### config.mk
export PLATFORM = sky130hd
export DESIGN_NAME = sys_arr_row_feeder
export DESIGN_NICKNAME = d
export VERILOG_FILES = /design/src/rtl/sys_arr_row_feeder.sv
export SDC_FILE = /design/constraint.sdc
export NUM_CORES = 1
export LEC_CHECK = 0
export BUFFER_PORTS_ARGS = -buffer_cell sky130_fd_sc_hd__buf_2
export CORE_MARGIN = 5
export CORE_UTILIZATION = 48
export DETAILED_ROUTE_END_ITERATION = 8
export PLACE_DENSITY = 0.9
export SYNTH_ARGS = -nofsm -noshare
export SYNTH_HDL_FRONTEND = slang
export SYNTH_SLANG_ARGS = --single-unit
### constraint.sdc
create_clock -name CLK -period 2.36 [get_ports CLK]
set_input_delay 0.354 -clock CLK [delete_from_list [all_inputs] [get_ports CLK]]
set_output_delay 0.354 -clock CLK [all_outputs]
set_load 0.005 [all_outputs]
### src/rtl/sys_arr_row_feeder.sv
// Row operand feeder: drains a show-ahead FIFO into the array west edge with SKEW lead / DRAIN trail zero cycles.
// Pop-to-pe_dat latency 1 cycle; an empty FIFO inserts a bubble and bumps underrun_cnt.
module sys_arr_row_feeder #(
    parameter int DW    = 32,
    parameter int K_MAX = 16,
    parameter int SKEW  = 0,
    parameter int DRAIN = 0,
    parameter int LW    = $clog2(K_MAX + 1)
) (
    input  logic          CLK,
    input  logic          RST,
    input  logic          start,
    input  logic [LW-1:0] len,
    input  logic          fifo_is_empty,
    input  logic [DW-1:0] fifo_dat_out,
    output logic          fifo_pop,
    output logic [DW-1:0] pe_dat,
    output logic          pe_vld,
    output logic          busy,
    output logic          done,
    output logic [15:0]   underrun_cnt
);
    localparam int PAD_MAX = (SKEW > DRAIN) ? SKEW : DRAIN;
    localparam int CW      = (PAD_MAX > 1) ? $clog2(PAD_MAX) : 1;
    localparam logic [CW-1:0] SKEW_LAST  = CW'((SKEW > 0) ? SKEW - 1 : 0);
    localparam logic [CW-1:0] DRAIN_LAST = CW'((DRAIN > 0) ? DRAIN - 1 : 0);

    typedef enum logic [2:0] {
        S_IDLE,
        S_SKEW,
        S_STREAM,
        S_FLUSH,
        S_DONE
    } state_t;

    state_t        state_q, state_d;
    logic [LW-1:0] rem_q, rem_d;
    logic [CW-1:0] pad_q, pad_d;
    logic [DW-1:0] pe_dat_q, pe_dat_d;
    logic          pe_vld_q, pe_vld_d;
    logic          done_q, done_d;
    logic [15:0]   urun_q, urun_d;
    logic          pop;

    always_comb begin
        state_d = state_q;
        rem_d   = rem_q;
        pad_d   = pad_q;
        urun_d  = urun_q;
        pop     = 1'b0;
        unique case (state_q)
            S_IDLE: begin
                if (start) begin
                    urun_d = '0;
                    pad_d  = '0;
                    rem_d  = len;
                    if (len == '0)
                        state_d = S_DONE;
                    else if (SKEW > 0)
                        state_d = S_SKEW;
                    else
                        state_d = S_STREAM;
                end
            end
            S_SKEW: begin
                if (pad_q == SKEW_LAST) begin
                    pad_d   = '0;
                    state_d = S_STREAM;
                end else begin
                    pad_d = pad_q + CW'(1);
                end
            end
            S_STREAM: begin
                if (fifo_is_empty) begin
                    if (urun_q != 16'hFFFF)
                        urun_d = urun_q + 16'd1;
                end else begin
                    pop   = 1'b1;
                    rem_d = rem_q - LW'(1);
                    if (rem_q == LW'(1))
                        state_d = (DRAIN > 0) ? S_FLUSH : S_DONE;
                end
            end
            S_FLUSH: begin
                if (pad_q == DRAIN_LAST) begin
                    pad_d   = '0;
                    state_d = S_DONE;
                end else begin
                    pad_d = pad_q + CW'(1);
                end
            end
            S_DONE:  state_d = S_IDLE;
            default: state_d = S_IDLE;
        endcase
        pe_vld_d = pop;
        pe_dat_d = pop ? fifo_dat_out : '0;
        done_d   = (state_q == S_DONE);
    end

    always_ff @(posedge CLK) begin
        if (RST) begin
            state_q  <= S_IDLE;
            rem_q    <= '0;
            pad_q    <= '0;
            pe_dat_q <= '0;
            pe_vld_q <= 1'b0;
            done_q   <= 1'b0;
            urun_q   <= '0;
        end else begin
            state_q  <= state_d;
            rem_q    <= rem_d;
            pad_q    <= pad_d;
            pe_dat_q <= pe_dat_d;
            pe_vld_q <= pe_vld_d;
            done_q   <= done_d;
            urun_q   <= urun_d;
        end
    end

    // A reset edge must not also consume a FIFO word.
    assign fifo_pop     = pop && !RST;
    assign pe_dat       = pe_dat_q;
    assign pe_vld       = pe_vld_q;
    assign busy         = (state_q != S_IDLE);
    assign done         = done_q;
    assign underrun_cnt = urun_q;
endmodule

==> qor.yml <==
drt_first_pass_iters: 4
synth_nets: 288
syn_to_final_growth_pct: 32.0
worst_clock_skew_ps: 5.20
p_leak_nw: 1.40
drc: 0
clock.fmax_mhz: 485
first_iter_violations: 162
dp_hpwl_um: 4290
yosys-top-cells-area: "dfxtp_1, and2_1, nand2_1"
grt_max_degree: 32
holdBufCountCts: 0
finalNetCount: 385
power_density_mw_per_mm2: 746
ys.flop_type: "dfxtp_1"
cp.arrival_ps: 1710
worst_pin_slew_ps: 620
synth_seq_area_share: 0.489
design_area_mm2: 0.00308
cp-end-kind: "output port"
htree_num_levels: 3
synth_area_per_cell_um2: 9.56
diodes: 0
placed_cell_area_mm2: 0.00287
synth_top_cell_by_area: "dfxtp_1"
multiInputGateArea_mm2: 0.00114
numClockSinks: 57
grt_pass1_wl_um: 9850
cts_root_buf: "clkbuf_8"
grtUsageTotal: 0.200
dieWidth_um: 79.7
period_share: 0.874
start_kind: "flop"
fillers: 368
required_ps: 2010
synth_area_mm2: 0.00233
setup_violations: 0
drive_gt1_frac: 0.350
routed_wl_um: 5860
grt_remaining_overflow: 0
post-cts-setup-buffer-count: 0
cts.clk_slew.worst_paths_ps: 70
globalRouteMet2Util: 0.308
core_area_mm2: 0.00472
yosysWarnings: 0
antenna_found_initial: 0
fp-row-count: 25
crit_fanout: 13
insertion_delay_ps: 330
cts_max_path_buffers: 2
ff_latch_area_mm2: 0.00114
routedWlPerCell_um: 14.2
cts_buffers: 9
slew_headroom: 0.584
finalSetupTns_ps: 0
syn-instance-count: 244
dieArea_mm2: 0.00635
cts_resized: 0
ys_ff_latch: 57
dp_cells: 397
period_needed_ps: 2060
grtUsageMet1: 0.226
synth_cell_types: 51
netlist.area_leader.share: 0.489
ios: 93
cts_tree: "done"
vias: 2175
synth_edf_count: 0
slew_violations: 0
portBuffers: 92
routed_via_density: 5.27
hold_viol: 0
min_path_type: "input pin to flop"
rsz0062_at_grt: "no"
maxCapViolCount: 0
grtUsageMet3: 0.106
start_util: 0.494
first_global_vias: 2183
final_cells: 413
gp_congestion: 0.917
fp.dieH_um: 79.7
synthArstFlopShare: 0
grt_busiest_layer: "met2"
outcome: "finished, final reports clean"
peakVddDrop_mv: 0.574
critical_path_class: "flop to output port"
final_antenna_net_count: 0
where the power goes:
group          leakage [nW]  internal [W]  switching (W)
sequential            0.462       0.00100      0.0000299
clock                 0.106      0.000588       0.000378
combinational         0.837      0.000131       0.000162
total                  1.40       0.00172       0.000571
layout by cell type (no fill, tap or decap), types with 3 or more instances in the layout:
| master | n |
|---|---|
| ha_1 | 3 |
| nand3_1 | 7 |
| buf_4 | 3 |
| clkinv_2 | 3 |
| and3_1 | 3 |
| a21boi_0 | 3 |
| and2_1 | 32 |
| a21oi_1 | 9 |
| and4_1 | 3 |
| a31oi_1 | 10 |
| nor3_1 | 7 |
| nor2_1 | 8 |
| buf_2 | 92 |
| nand2_1 | 20 |
| nand2b_1 | 4 |
| inv_1 | 6 |
| o21ai_1 | 8 |
| clkbuf_8 | 9 |
| o21ai_0 | 7 |
| dfxtp_1 | 57 |
| a2bb2oi_1 | 3 |
| a211oi_1 | 4 |
| nand4_1 | 3 |
critical path, cell delays in order, from the launching register on:
cell      delay [ps]
dfxtp_1          490
nand2b_1         370
nor3_2           340
buf_2            180
state kept, by name, summed over array words and instances (netlist names):
register / cells
pe_vld: 1
done: 1
pe_dat: 32
underrun_cnt: 16
rem_q: 5
state_q: 2
synthesized netlist by cell type, types with 2 or more instances:
library cell,instances
nor3b_1,2
a31oi_1,10
nand3_1,7
a2bb2oi_1,3
a21oi_1,9
nor2b_1,2
nand4_1,3
ha_1,3
a41oi_1,2
nand2b_1,4
o31a_1,2
a221oi_1,2
o21ai_1,8
buf_2,2
mux2i_1,2
and2_1,32
nor2_1,8
clkbuf_1,7
dfxtp_1,57
and4_1,3
nand2_1,20
and3_1,3
nor3_1,8
a2111oi_0,2
a211oi_1,4
inv_1,6
o21ai_0,7
a21boi_0,3
layout make-up:
type	instances	area share
Clock buffer	10	0.0415
Clock inverter	6	0.0268
Inverter	6	0.00732
Multi-Input combinational cell	172	0.370
Sequential cell	57	0.371
Tap cell	67	0.0272
Timing Repair Buffer	95	0.157
worst paths after layout:
check             depth (start not counted)  slack (ps)                       endpoint                         start
hold reg to reg                           2         480          rem_q[1]$_SDFFE_PP0P_         rem_q[1]$_SDFFE_PP0P_
hold / removal                            2         220          pe_dat[26]$_SDFF_PN0_              fifo_dat_out[26]
setup / recovery                          3         300                       fifo_pop       state_q[1]$_SDFFE_PP0P_
setup reg to reg                          5         480  underrun_cnt[12]$_SDFFE_PP0P_  underrun_cnt[0]$_SDFFE_PP0P_
kinds of logic after synthesis:
group / count (synthesis) / share of synthesized area
flip-flops: 57 / 0.489
multiplexers: 4 / 0.0182
AND/OR/NAND/NOR: 104 / 0.267
adder cells (fa/ha/maj): 3 / 0.0161
AO/OA/AOI/OAI: 61 / 0.184
buffers and inverters: 15 / 0.0252
layer usage:
layer | share of wire | up-vias
met3 | 0.13 | 10
met2 | 0.46 | 118
met4 | 0.016 | 0
met1 | 0.39 | 968
met5 | 0 | -
li1 | - | 1079
metrics by stage:
step | total power [W] | setup WS [ps] | hold WS (ps) | utilization
2_1_floorplan | 0.00124 | 648 | 433 | -
3_3_place_gp | 0.00134 | 578 | 460 | 0.607
3_5_place_dp | 0.00135 | 514 | 477 | 0.607
4_1_cts | 0.00231 | 286 | 209 | 0.652
5_1_grt | 0.00241 | 151 | 208 | 0.652
6_report | 0.00229 | 299 | 219 | 0.652
Power figures use the tool's default switching activity.
